$ cat src/rtl/inst_fetch_buf_pkg.sv
// Shared constants and types for the instruction-fetch front end.
package inst_fetch_buf_pkg;
    localparam logic RstEnable   = 1'b1;
    localparam logic RstDisable  = 1'b0;
    localparam logic ChipEnable  = 1'b1;
    localparam logic ChipDisable = 1'b0;

    localparam int InstAddrBusW = 32;
    localparam int InstBusW     = 32;

    typedef logic [InstAddrBusW-1:0] inst_addr_t;
    typedef logic [InstBusW-1:0]     inst_t;

    // One prefetch FIFO entry: the word together with the PC it came from.
    typedef struct packed {
        inst_addr_t pc;
        inst_t      inst;
    } fetch_entry_t;

    localparam inst_addr_t RESET_PC_DEF = 32'h0000_0000;

    function automatic inst_addr_t align_word(input inst_addr_t a);
        return a & ~inst_addr_t'(3);
    endfunction
endpackage

$ cat src/rtl/inst_fetch_buf_fifo.sv
// Generic synchronous FIFO (power-of-2 depth) with push/pop/flush and occupancy count.
module ifetch_fifo
    import inst_fetch_buf_pkg::*;
#(
    parameter int WIDTH = 64,
    parameter int DEPTH = 4
) (
    input  logic                     clk,
    input  logic                     rst,
    input  logic                     push_i,
    input  logic [WIDTH-1:0]         din_i,
    input  logic                     pop_i,
    input  logic                     flush_i,
    output logic [WIDTH-1:0]         dout_o,
    output logic [$clog2(DEPTH):0]   count_o
);
    localparam int AW = $clog2(DEPTH);
    localparam logic [AW:0] FULL = (AW+1)'(DEPTH);

    logic [WIDTH-1:0] mem_q [DEPTH];
    logic [AW-1:0]    wr_ptr_q, wr_ptr_d, rd_ptr_q, rd_ptr_d;
    logic [AW:0]      count_q, count_d;
    logic             do_pop;

    assign do_pop  = pop_i && (count_q != '0);
    assign dout_o  = mem_q[rd_ptr_q];
    assign count_o = count_q;

    always_comb begin
        wr_ptr_d = wr_ptr_q;
        rd_ptr_d = rd_ptr_q;
        count_d  = count_q;
        if (flush_i) begin
            wr_ptr_d = '0;
            rd_ptr_d = '0;
            count_d  = '0;
        end else begin
            if (push_i) wr_ptr_d = wr_ptr_q + 1'b1;
            if (do_pop) rd_ptr_d = rd_ptr_q + 1'b1;
            count_d = count_q + {{AW{1'b0}}, push_i} - {{AW{1'b0}}, do_pop};
        end
    end

    always_ff @(posedge clk) begin
        if (rst == RstEnable) begin
            wr_ptr_q <= '0;
            rd_ptr_q <= '0;
            count_q  <= '0;
        end else begin
            wr_ptr_q <= wr_ptr_d;
            rd_ptr_q <= rd_ptr_d;
            count_q  <= count_d;
        end
    end

    always_ff @(posedge clk) begin
        if (rst == RstDisable && push_i && !flush_i) mem_q[wr_ptr_q] <= din_i;
    end

    // The parent's issue throttle must never let a return land on a full FIFO.
    a_no_push_full: assert property (@(posedge clk) disable iff (rst)
        !(push_i && !flush_i && count_q == FULL && !do_pop));
endmodule

$ cat src/rtl/inst_fetch_buf.sv
// Instruction-fetch front end: PC generation, ROM issue, prefetch buffering, redirect.
// Optional perf counters are enabled with the IFETCH_PERF_EN macro.
module inst_fetch_buf
    import inst_fetch_buf_pkg::*;
#(
    parameter inst_addr_t RESET_PC = RESET_PC_DEF,
    parameter int         DEPTH    = 4
) (
    input  logic        clk,
    input  logic        rst,
    output logic        rom_ce,
    output logic [31:0] rom_addr,
    input  logic [31:0] rom_data,
    input  logic        stall,
    input  logic        branch_flag,
    input  logic [31:0] branch_target,
    output logic        if_valid,
    output logic [31:0] if_pc,
    output logic [31:0] if_inst
`ifdef IFETCH_PERF_EN
    ,
    output logic [31:0] perf_fetch_cnt,
    output logic [31:0] perf_flush_cnt
`endif
);
    localparam int CW = $clog2(DEPTH) + 1;
    localparam logic [CW:0] DEPTH_W = (CW+1)'(DEPTH);

    inst_addr_t   pc_q, pc_d, inflight_pc_q;
    logic         inflight_q;
    logic [CW-1:0] count;
    logic [CW:0]  occupancy;
    logic         issue, push, pop;
    fetch_entry_t head, entry_in;

    // Credit counts the in-flight word but not a same-cycle pop.
    assign occupancy = {1'b0, count} + {{CW{1'b0}}, inflight_q};
    assign issue     = (rst == RstDisable) && !branch_flag && (occupancy < DEPTH_W);
    assign rom_ce    = issue ? ChipEnable : ChipDisable;
    assign rom_addr  = (rst == RstEnable) ? '0 : pc_q;

    assign push      = inflight_q && !branch_flag;
    assign if_valid  = (count != '0);
    assign pop       = if_valid && !stall && !branch_flag;
    assign if_pc     = if_valid ? head.pc   : '0;
    assign if_inst   = if_valid ? head.inst : '0;

    assign entry_in.pc   = inflight_pc_q;
    assign entry_in.inst = rom_data;

    always_comb begin
        pc_d = pc_q;
        if (branch_flag)  pc_d = align_word(branch_target);
        else if (issue)   pc_d = pc_q + 32'd4;
    end

    always_ff @(posedge clk) begin
        if (rst == RstEnable) begin
            pc_q          <= RESET_PC;
            inflight_q    <= 1'b0;
            inflight_pc_q <= '0;
        end else begin
            pc_q       <= pc_d;
            inflight_q <= issue;
            if (issue) inflight_pc_q <= pc_q;
        end
    end

    ifetch_fifo #(.WIDTH($bits(fetch_entry_t)), .DEPTH(DEPTH)) u_fifo (
        .clk     (clk),
        .rst     (rst),
        .push_i  (push),
        .din_i   (entry_in),
        .pop_i   (pop),
        .flush_i (branch_flag),
        .dout_o  (head),
        .count_o (count)
    );

`ifdef IFETCH_PERF_EN
    logic [31:0] fetch_cnt_q, fetch_cnt_d, flush_cnt_q, flush_cnt_d;

    always_comb begin
        fetch_cnt_d = fetch_cnt_q;
        flush_cnt_d = flush_cnt_q;
        if (issue && fetch_cnt_q != '1)       fetch_cnt_d = fetch_cnt_q + 32'd1;
        if (branch_flag && flush_cnt_q != '1) flush_cnt_d = flush_cnt_q + 32'd1;
    end

    always_ff @(posedge clk) begin
        if (rst == RstEnable) begin
            fetch_cnt_q <= '0;
            flush_cnt_q <= '0;
        end else begin
            fetch_cnt_q <= fetch_cnt_d;
            flush_cnt_q <= flush_cnt_d;
        end
    end

    assign perf_fetch_cnt = fetch_cnt_q;
    assign perf_flush_cnt = flush_cnt_q;
`endif
endmodule

$ cat config.mk
export PLATFORM = sky130hd
export DESIGN_NAME = inst_fetch_buf
export DESIGN_NICKNAME = d
export VERILOG_FILES = /design/src/rtl/inst_fetch_buf_pkg.sv /design/src/rtl/inst_fetch_buf_fifo.sv /design/src/rtl/inst_fetch_buf.sv
export SDC_FILE = /design/constraint.sdc
export NUM_CORES = 1
export LEC_CHECK = 0
export CAP_MARGIN = 20
export CORE_MARGIN = 2
export CORE_UTILIZATION = 60
export CTS_BUF_LIST = sky130_fd_sc_hd__clkbuf_2
export CTS_CLUSTER_DIAMETER = 60
export CTS_CLUSTER_SIZE = 20
export DETAILED_ROUTE_END_ITERATION = 12
export GPL_ROUTABILITY_DRIVEN = 0
export PLACE_DENSITY = 0.86
export SYNTH_ARGS = -nofsm -noshare
export SYNTH_HDL_FRONTEND = slang
export SYNTH_SLANG_ARGS = --single-unit
export TNS_END_PERCENT = 20
$ cat constraint.sdc
create_clock -name clk -period 4.8 [get_ports clk]
set_input_delay 0.48 -clock clk [delete_from_list [all_inputs] [get_ports clk]]
set_output_delay 0.48 -clock clk [all_outputs]
set_load 0.03 [all_outputs]
Word-level counts from Yosys, hierarchy flattened:

Memory sizes are Yosys's and may differ from the RTL's. A register that Yosys moved wholly into a read port is not among the register bits.
Index checks and enable logic that the tools add are counted.

* bits in registers: 72
* latch bits: 0
* memory bits (writable): 256
* memory bits (read-only): 0
* bits of input ports: 68
* output and inout bits: 98
* logic and storage cells: 39
* memories: 1

* $add $sub $neg: 6
* multiply operators: 0
* divide/modulo/power cells: 0
* order comparisons: 1
* eq/ne operators: 0
* shift operators: 0
* muxes and demuxes: 10
* bitwise gates (word level): 1
* reduce and logical (&&, ||, !) cells: 13

Memory list
* u_fifo.mem_q: depth 4, bits a word 64, read ports 1, clocked after memory_dff 1, write ports 1, RTL line inst_fetch_buf_fifo.sv:20 `logic [WIDTH-1:0] mem_q [DEPTH];`

Operators with widths (number)
* 2-to-1 mux 32 bit: 5
* adder 32 x 3 -> 32 bit, second input constant: 1
* logical AND 1 bit: 8
* adder 2 x 1 -> 2 bit, second input constant: 2
* adder 3 x 1 -> 4 bit: 1
* less-than comparator 4 x 3 -> 1 bit, second input constant: 1
* 2-to-1 mux 2 bit: 2
* adder 3 x 1 -> 3 bit: 1
* 2-to-1 mux 1 bit: 3
* nonzero test 3 bit: 1
* subtractor 3 x 1 -> 3 bit: 1
* zero test 1 bit: 2
* nonzero test 2 bit: 1
* OR reduction 2 bit: 1
* inverter 1 bit: 1

Longest topological paths before layout:

Gate-level depths: netlist of run 1.

* depth in word-level cells: 6
* gate-level depth with buffers: 9
* gate-level depth less buffers: 9

Hierarchy:

From an unflattened synthesis of run 1, not the netlist that was laid out.

* cells, all modules: 863
* area total of the unflattened synthesis: 13409.1 sq um

Modules (own cells, without submodules)
* ifetch_fifo: instances 1, cells an instance 380, area an instance 9791.9 sq um, seq. area each 7867.5 sq um
* inst_fetch_buf: instances 1, cells an instance 483, area an instance 3617.2 sq um, seq. area each 1221.2 sq um

Worst setup path before layout of run 1:

Ideal clock, no wire load.

* path kind: input -> register
* start: in branch_flag
* end: mem u_fifo.mem_q[1][0] (enable)
* library setup time: 427 ps
* arrival: 2574 ps
* slack: 1799 ps
* cell stages on the path: 4
* buffers on the path: 2
* path through: clkbuf_1 > clkbuf_1 > nor2_1 > and3_1

* cells in the longest elaborated chain, start to end: 6

Ends and longest elaborated chain
* start, declared: RTL line inst_fetch_buf.sv:15 `input logic branch_flag,`
* zero test 1 bit (*): RTL line inst_fetch_buf_fifo.sv:57, inst_fetch_buf.sv:42
* logical AND 1 bit: RTL line inst_fetch_buf.sv:42 `assign push = inflight_q && !branch_flag;`
* logical AND 1 bit: RTL line inst_fetch_buf_fifo.sv:57 `if (rst == RstDisable && push_i && !flush_i) mem_q[wr_ptr_q] <= din_i;`
* logical AND 1 bit (*): RTL line inst_fetch_buf_fifo.sv:57
* 2-to-1 mux 1 bit (*): RTL line inst_fetch_buf_fifo.sv:57
* 2-to-1 mux 1 bit (implied by the code) (*): RTL line inst_fetch_buf_fifo.sv:57
* end, declared: RTL line inst_fetch_buf_fifo.sv:20

Every way passes the cells marked *; elsewhere a longest branch is shown, timed or not.

==> results of run 1 <==
## layer usage
metal | global-route usage | routed length (um) | part of all wire | vias up
met1 | 0.326 | 11000 | 0.42 | 3741
met2 | 0.391 | 12700 | 0.49 | 307
met3 | 0.0355 | 1800 | 0.069 | 38
met4 | 0.0561 | 482 | 0.019 | 0
met5 | 0 | 0 | 0 | -
li1 | - | - | - | 3516
## registers in the layout (all words and copies together), names as in the netlist, named ones only
| name | cells |
|---|---|
| inflight_pc_q | 30 |
| inflight_q | 1 |
| u_fifo.mem_q | 248 |
| pc_q | 30 |
| u_fifo.wr_ptr_q | 2 |
| u_fifo.rd_ptr_q | 2 |
| u_fifo.count_o | 3 |
## path summary, 6_finish.rpt
path,startpoint,end,slack (ns),depth (start not counted)
setup / recovery,flop,if_inst[8],0.94,4
hold / removal,branch_target[11],pc_q[11],0.1,3
setup reg to reg,u_fifo.count_o[0],u_fifo.count_o[2],2.05,9
hold reg to reg,pc_q[31],inflight_pc_q[31],0.49,2
## cells by family after synthesis
kind of cell             after synthesis  synth area share
flip-flops                           318             0.684
AND/OR/NAND/NOR                      278             0.117
buffers and inverters                 72            0.0233
AO/OA/AOI/OAI                        101            0.0481
other                                  1          0.000290
adder cells (fa/ha/maj)                9           0.00928
XOR/XNOR                               9           0.00609
multiplexers                          67             0.112
## report_power, final
| group | switching [mW] | internal (mW) |
|---|---|---|
| Combinational | 0.167 | 0.139 |
| Sequential | 0.0453 | 2.99 |
| Clock | 0.798 | 0.240 |
| Total | 1.01 | 3.37 |
## cell usage after synthesis (3+ instances only)
cell type	count	area share
and4_1	4	0.0027
and3_1	12	0.0058
xnor2_1	8	0.0054
a22oi_1	3	0.0017
o21ai_0	7	0.0027
nor2_1	19	0.0055
buf_2	10	0.0039
nor2b_1	97	0.047
and2_1	3	0.0015
a31oi_1	10	0.0048
or3_1	3	0.0015
inv_1	17	0.0049
o21a_1	4	0.0023
edfxtp_1	248	0.58
nand3b_1	3	0.0017
a221oi_1	3	0.0020
ha_1	8	0.0077
or4_1	6	0.0035
nand2_1	82	0.024
a32oi_1	3	0.0020
buf_1	5	0.0015
o211ai_1	3	0.0017
nor3_1	10	0.0039
mux4_2	62	0.11
mux2i_1	4	0.0031
nand4_1	12	0.0058
nand3_1	11	0.0043
buf_4	5	0.0029
clkbuf_1	35	0.010
a21oi_1	53	0.020
dfxtp_1	70	0.11
## critical path, stage by stage, from the launching register on
cell	delay (ns)
dfxtp_2	1.06
buf_4	0.38
mux4_2	0.23
nor2b_1	0.19
clkdlybuf4s50_1	0.70
## cell type report
class / count / area [um2]
inverter: 17 / 63.8
sequential: 318 / 8850
antenna: 1 / 2.50
tap: 275 / 344
fill: 1384 / 6060
clock inverter: 8 / 87.6
clock buffer: 30 / 150
timing repair buffer: 173 / 1710
multi-input combinational: 468 / 3810
## metrics by stage
stage	setup slack, ns	util	hold slack (ns)	instance area, um2
after floorplan	1.80	-	0.441	13000
after global placement	1.79	0.701	0.465	14800
after detailed placement	1.72	0.701	0.472	14800
after CTS	0.867	0.713	0.0355	15000
after global routing	0.779	0.713	0.0617	15000
final	0.945	0.713	0.0999	15000
==> impl_metrics.yaml, run 1 <==
drt:
  totalWireLength_um: 26000
  drtIter0Drc: 562
  dr.pass1.iters: 4
  vias: 7602
  via_per_inst: 5.89
  drc: 0
  antenna_left: 0
  routedWlPerCell_um: 20.1
logic_synthesis:
  netlist_instances: 855
  yosys_warnings: 0
  ys_ff_latch: 318
  syn_avg_cell_area_um2: 15.1
  async_flop_share: 0
  synth_edf_count: 248
  yosysUniqueCellTypes: 59
  syn_area_um2: 12900
  yosysSeqAreaShare: 0.684
  synth_ff_type: "edfxtp_1"
run:
  maxCapViolCount: 0
finish:
  area_growth_pct: 16.1
  final_layout_size_suffix_gt1_frac: 0.131
  fin_cells: 1290
  nNetsFinal: 1076
  final_common_cell: "edfxtp_1"
  final_cell_mix: "edfxtp_1 (248), clkdlybuf4s50_1 (157), nor2b_1 (97)"
floorplan:
  fp.dieW_um: 151
  coreArea_um2: 21100
  start_util: 0.614
  die-area_um2: 22800
  die_h_um: 151
  top_level_ports: 166
  rows: 53
setup_path:
  cp-start-kind: "flop"
  critical_path_class: "flop to primary output"
  path_max_fanout: 36
  required_ns: 4.32
  cp-end-kind: "primary output"
  crit_arrival_ns: 3.38
placement:
  dp.final_hpwl_um: 16800
  place_inst: 1250
  portBuffers: 159
clock_network:
  clock-sinks: 318
  cts_inserted_buffers: 21
  clkTransAtPathRegs_ns: 0.32
  cts_tree: "built"
  clk_latency_ns: 0.89
  post_cts_buffers: 0
  clockRootBuffer: "clkbuf_2"
  ctsHtreeMaxLevel: 1
  cts_resized: 0
  cts_hold_buf: 1
  cts.path.max_buffers: 3
power_and_ir_drop:
  leakage_nw: 4.91
  power_density_nw_per_um2: 292
  power_mw: 4.38
  irDropWorstVdd_uv: 135
timing:
  timing.max_slew.rel_slack: 0.313
  maxSlewViolCount: 0
  tns_ns: 0
  skew_ns: 0.0874
  finalHoldViolCount: 0
  fmax_ghz: 0.259
  timing.final.crit_period_ns: 3.86
  max_slew.worst_pin.slew_ns: 1.03
  fin_crit_sh: 0.803
  rsz0062_at_grt: "no"
  setup_violations: 0
outcome:
  status: "completed"
grt:
  grt_usage: 0.233
  antenna_found_initial: 1
  grt_pass1_wl_um: 40700
  grt_max_degree: 72
  grt_overflow: 0
  grt_pass1_vias: 7617
worst_hold_path:
  min_path_type: "primary input to flop"
No activity file was read; power rests on OpenSTA's default activity.
==> inputs of run 2 (changes only) <==
--- a/config.mk
+++ b/config.mk
@@ -7,13 +7,13 @@
 export LEC_CHECK = 0
 export CAP_MARGIN = 20
 export CORE_MARGIN = 2
-export CORE_UTILIZATION = 60
+export CORE_UTILIZATION = 52
 export CTS_BUF_LIST = sky130_fd_sc_hd__clkbuf_2
 export CTS_CLUSTER_DIAMETER = 60
 export CTS_CLUSTER_SIZE = 20
 export DETAILED_ROUTE_END_ITERATION = 12
 export GPL_ROUTABILITY_DRIVEN = 0
-export PLACE_DENSITY = 0.86
+export PLACE_DENSITY = 0.79
 export SYNTH_ARGS = -nofsm -noshare
 export SYNTH_HDL_FRONTEND = slang
 export SYNTH_SLANG_ARGS = --single-unit
==> constraint.sdc (replaced) <==
create_clock -name clk -period 3.1 [get_ports clk]
set_input_delay 0.31 -clock clk [delete_from_list [all_inputs] [get_ports clk]]
set_output_delay 0.31 -clock clk [all_outputs]
set_load 0.03 [all_outputs]
==> impl_metrics.yaml, run 2 (synthesized netlist as in run 1, its figures left out) <==
floorplan:
  die_h_um: 162
  top_level_ports: 166
  coreArea_um2: 24400
  die-area_um2: 26200
  start_util: 0.531
  rows: 57
  fp.dieW_um: 162
clock_network:
  post_cts_buffers: 0
  clock-sinks: 318
  clkTransAtPathRegs_ns: 0.33
  cts_inserted_buffers: 23
  clockRootBuffer: "clkbuf_2"
  clk_latency_ns: 0.83
  cts.path.max_buffers: 3
  ctsHtreeMaxLevel: 1
  cts_tree: "built"
finish:
  final_layout_size_suffix_gt1_frac: 0.140
  regMostFlops: "u_fifo.mem_q"
  final_cell_mix: "edfxtp_1 (248), nor2b_1 (97), clkdlybuf4s50_1 (94)"
  final_common_cell: "edfxtp_1"
  fin_cells: 1378
  largest_reg_flops: 248
  nNetsFinal: 1114
  area_growth_pct: 19.9
  nFillCells: 1837
  largest_registers: "u_fifo.mem_q x248, inflight_pc_q x30, pc_q x30"
setup_path:
  cp-start-kind: "flop"
  cp-end-kind: "primary output"
  path_max_fanout: 26
  crit_arrival_ns: 2.62
  critical_path_class: "flop to primary output"
  ff2ff_path_depth: 6
  reg2reg_to: "pc_q[27]"
  regToRegStartpoint: "pc_q[12]"
  r2r_setup_slack_ns: 0.41
  required_ns: 2.79
power_and_ir_drop:
  power_mw: 6.85
  power_density_nw_per_um2: 441
  irDropWorstVdd_uv: 211
  leakage_nw: 5.36
drt:
  antenna_left: 0
  dr.pass1.iters: 5
  vias: 7740
  routedWlPerCell_um: 19.1
  totalWireLength_um: 26300
  drtIter0Drc: 590
  via_per_inst: 5.62
  drc: 0
timing:
  timing.final.crit_period_ns: 2.93
  timing.max_slew.rel_slack: 0.610
  fin_crit_sh: 0.947
  setup_violations: 0
  fmax_ghz: 0.341
  finalHoldViolCount: 0
  rsz0062_at_grt: "yes"
  skew_ns: 0.0611
  max_slew.worst_pin.slew_ns: 0.584
  maxSlewViolCount: 0
run:
  maxCapViolCount: 0
grt:
  met3_usage: 0.0299
  top_usage_layer: "met2"
  use_met2: 0.334
  grt_pass1_wl_um: 41400
  grt_pass1_vias: 7776
  grt_overflow: 0
  grt_max_degree: 92
  antenna_found_initial: 1
  grtUsageMet1: 0.286
  grt_usage: 0.200
worst_hold_path:
  holdPathStages: 1
  min_path_type: "primary input to flop"
  hp-start: "rom_data[5]"
  min_to: "u_fifo.mem_q[3][5]"
outcome:
  status: "completed"
placement:
  dp.final_hpwl_um: 16000
  place_inst: 1301
  portBuffers: 159
==> run 2: cell count changes in the layout (fill, tap and decap cells not counted), moves of 4 or more <==
cell,change
clkdlybuf4s50_1,-63
dlygate4sd2_1,+49
dlygate4sd3_1,+33
clkbuf_2,+7
buf_4,-6
clkdlybuf4s15_1,+6
buf_12,+5
and3_2,-4
and3_4,+4
==> run 2: how the worst max path moves through the flow <==
stage                               endpoint  slack [ns]  depth (start not counted)
after floorplan           u_fifo.mem_q[1][0]        0.27                          4
after global placement             if_pc[20]        0.61                          4
after detailed placement           if_pc[20]        0.59                          4
after CTS                          if_pc[24]       -0.21                          4
after global routing             if_inst[29]       -0.02                          4
final                              if_pc[20]        0.17                          4
==> run 2: repair_timing <==
action,4_1_cts,5_1_grt
hold buffers,32,2
setup endpoints to repair,63,24
hold endpoints to repair,124,5
gates resized for setup,69,22
gates cloned,0,1
==> run 2: area by class of cell <==
cell class	count	area, um2	area share
Antenna cell	1	2.50	0.000161
Clock inverter	11	110	0.00710
Inverter	17	63.8	0.00411
Timing Repair Buffer	209	2100	0.135
Tap cell	324	405	0.0261
Clock buffer	30	150	0.00968
Multi-Input combinational cell	468	3830	0.247
Sequential cell	318	8860	0.571
==> run 2: critical path: stages (launching register included) <==
cell,delay (ns)
dfxtp_4,0.51
buf_16,0.24
mux4_2,0.53
nor2b_1,0.17
clkdlybuf4s15_1,0.36
==> run 2: layer usage <==
| metal | wire (um) | vias to the layer above |
|---|---|---|
| met5 | 0 | - |
| met4 | 347 | 0 |
| met3 | 1750 | 25 |
| met2 | 12700 | 274 |
| met1 | 11500 | 3841 |
| li1 | - | 3600 |
==> run 2: power breakdown <==
part | total (mW) | switching (mW) | internal, mW
Combinational | 0.501 | 0.267 | 0.234
Clock | 1.65 | 1.32 | 0.327
Sequential | 4.70 | 0.0678 | 4.63
==> run 2: metrics by stage <==
step / setup WS (ns) / util / instance area [um2] / hold WS, ns / setup TNS [ns]
final: 0.166 / 0.636 / 15500 / 0.0899 / 0
after global routing: -0.0186 / 0.636 / 15500 / 0.000754 / -0.0411
after CTS: -0.212 / 0.635 / 15500 / 0.00111 / -0.212
after detailed placement: 0.591 / 0.613 / 14900 / 0.479 / 0
after global placement: 0.608 / 0.613 / 14900 / 0.464 / 0
after floorplan: 0.269 / - / 13000 / 0.409 / 0
==> inputs of run 3 (changes only) <==
--- a/config.mk
+++ b/config.mk
@@ -7,13 +7,12 @@
 export LEC_CHECK = 0
 export CAP_MARGIN = 20
 export CORE_MARGIN = 2
-export CORE_UTILIZATION = 52
-export CTS_BUF_LIST = sky130_fd_sc_hd__clkbuf_2
+export CORE_UTILIZATION = 30
+export CTS_BUF_LIST = sky130_fd_sc_hd__clkbuf_2 sky130_fd_sc_hd__clkbuf_4 sky130_fd_sc_hd__clkbuf_8
 export CTS_CLUSTER_DIAMETER = 60
 export CTS_CLUSTER_SIZE = 20
 export DETAILED_ROUTE_END_ITERATION = 12
 export GPL_ROUTABILITY_DRIVEN = 0
-export PLACE_DENSITY = 0.79
 export SYNTH_ARGS = -nofsm -noshare
 export SYNTH_HDL_FRONTEND = slang
 export SYNTH_SLANG_ARGS = --single-unit
==> impl_metrics.yaml, run 3 (synthesized netlist as in run 1, its figures left out) <==
finish:
  regMostFlops: "u_fifo.mem_q"
  final_layout_size_suffix_gt1_frac: 0.150
  largest_reg_flops: 248
  nFillCells: 4053
  fin_cells: 1582
  area_growth_pct: 23.9
  diodes: 0
  final_common_cell: "edfxtp_1"
  nNetsFinal: 1091
  largest_registers: "u_fifo.mem_q x248, inflight_pc_q x30, pc_q x30"
  final_cell_mix: "edfxtp_1 (248), clkdlybuf4s50_1 (154), nor2b_1 (97)"
clock_network:
  clkTransAtPathRegs_ns: 0.13
  cts_inserted_buffers: 28
  ctsHtreeMaxLevel: 1
  cts_tree: "built"
  clockRootBuffer: "clkbuf_8"
  clock-sinks: 318
  clk_latency_ns: 0.63
  cts.path.max_buffers: 3
placement:
  portBuffers: 159
  pre_cts_slack_ns: 0.692
  dp.final_hpwl_um: 18800
  place_inst: 1528
setup_path:
  crit_slowest_cell: "clkdlybuf4s50_1"
  required_ns: 2.79
  crit_arrival_ns: 2.66
  crit_buf_inv: 2
  critPathMaxStageDelay_ns: 0.60
  cp-end-kind: "primary output"
  crit_chain: "buf_16 -> mux4_2 -> nor2b_1 -> clkdlybuf4s50_1"
  cp-start-kind: "flop"
  path_max_fanout: 36
  critical_path_class: "flop to primary output"
  cpLargestDelayFamily: "buffers and inverters"
run:
  maxCapViolCount: 0
grt:
  antenna_found_initial: 0
  grt_pass1_vias: 7879
  grt_max_degree: 88
  grt_pass1_wl_um: 45800
  grt_overflow: 0
  grt_usage: 0.132
timing:
  timing.hold.ws_ns: 0.178
  skew_ns: 0.0408
  fin_crit_sh: 0.958
  tns_ns: 0
  rsz0062_at_grt: "yes"
  fin_ws_ns: 0.130
  timing.final.crit_period_ns: 2.97
  maxSlewViolCount: 0
  fmax_ghz: 0.337
  setup_violations: 0
  finalHoldViolCount: 0
floorplan:
  rows: 76
  die-area_um2: 44800
  top_level_ports: 166
  start_util: 0.302
  coreArea_um2: 42800
  fp.dieW_um: 212
  die_h_um: 212
worst_hold_path:
  min_path_type: "primary input to flop"
drt:
  drtIter0Drc: 577
  vias: 7629
  totalWireLength_um: 29900
  dr.pass1.iters: 5
  drc: 0
  routedWlPerCell_um: 18.9
  via_per_inst: 4.82
  antenna_left: 0
power_and_ir_drop:
  leakage_nw: 5.22
  irDropWorstVdd_uv: 220
  power_density_nw_per_um2: 506
outcome:
  status: "completed"
-- run 3: cell count changes in the layout (fill, tap and decap cells not counted), sizes merged --
cell	previous run	this run
dlygate4sd3	34	1
dlymetal6s2s	1	3
bufinv	0	3
buf	17	23
dlygate4sd2	49	0
clkdlybuf4s15	6	0
inv	20	27
diode	1	0
clkdlybuf4s50	94	154
clkbuf	38	31
-- run 3: worst min-delay path: cells and delay by family --
family                 cells  cell delay [ns]
AO/OA/AOI/OAI              2             0.23
buffers and inverters      1             0.20
-- run 3: area by class of cell --
cell class | instances | area (um2) | share of cell area
sequential | 318 | 8860 | 0.552
tap | 546 | 683 | 0.0426
clock inverter | 21 | 294 | 0.0183
clock buffer | 31 | 414 | 0.0258
timing repair buffer | 181 | 1900 | 0.118
inverter | 17 | 63.8 | 0.00398
multi-input combinational | 468 | 3830 | 0.239
-- run 3: routing by layer --
layer  global-route usage  routed length [um]
met1                0.177               13600
met2                0.219               14000
met3               0.0294                1790
met4               0.0318                 511
met5                    0                   0
-- run 3: repair_timing --
| action | 4_1_cts | 5_1_grt |
|---|---|---|
| resized for setup | 0 | 5 |
| endpoints found under the setup margin | 0 | 22 |
| buffers inserted | 0 | 1 |
| endpoints found under the hold margin | 3 | 0 |
| hold buffers | 1 | 0 |
-- run 3: where the power goes --
group / internal (mW) / total, mW / switching, mW
sequential: 4.62 / 4.69 / 0.0693
clock: 1.28 / 2.93 / 1.65
combinational: 0.222 / 0.492 / 0.270
total: 6.12 / 8.11 / 1.99
-- run 3: worst paths after layout --
| kind | startpoint | to | slack [ns] | depth (start not counted) |
|---|---|---|---|---|
| setup / recovery | flop | if_inst[2] | 0.13 | 4 |
| hold / removal | branch_flag | pc_q[7] | 0.18 | 3 |
| setup reg to reg | pc_q[3] | pc_q[24] | 0.74 | 6 |
| hold reg to reg | pc_q[31] | inflight_pc_q[31] | 0.49 | 2 |
-- run 3: per-stage QoR --
stage | utilization | instance area [um2] | total power, mW
after floorplan | - | 13000 | 5.03
after global placement | 0.357 | 15300 | 5.28
after detailed placement | 0.357 | 15300 | 5.28
after CTS | 0.374 | 16000 | 8.24
after global routing | 0.375 | 16000 | 8.43
final | 0.375 | 16000 | 8.11
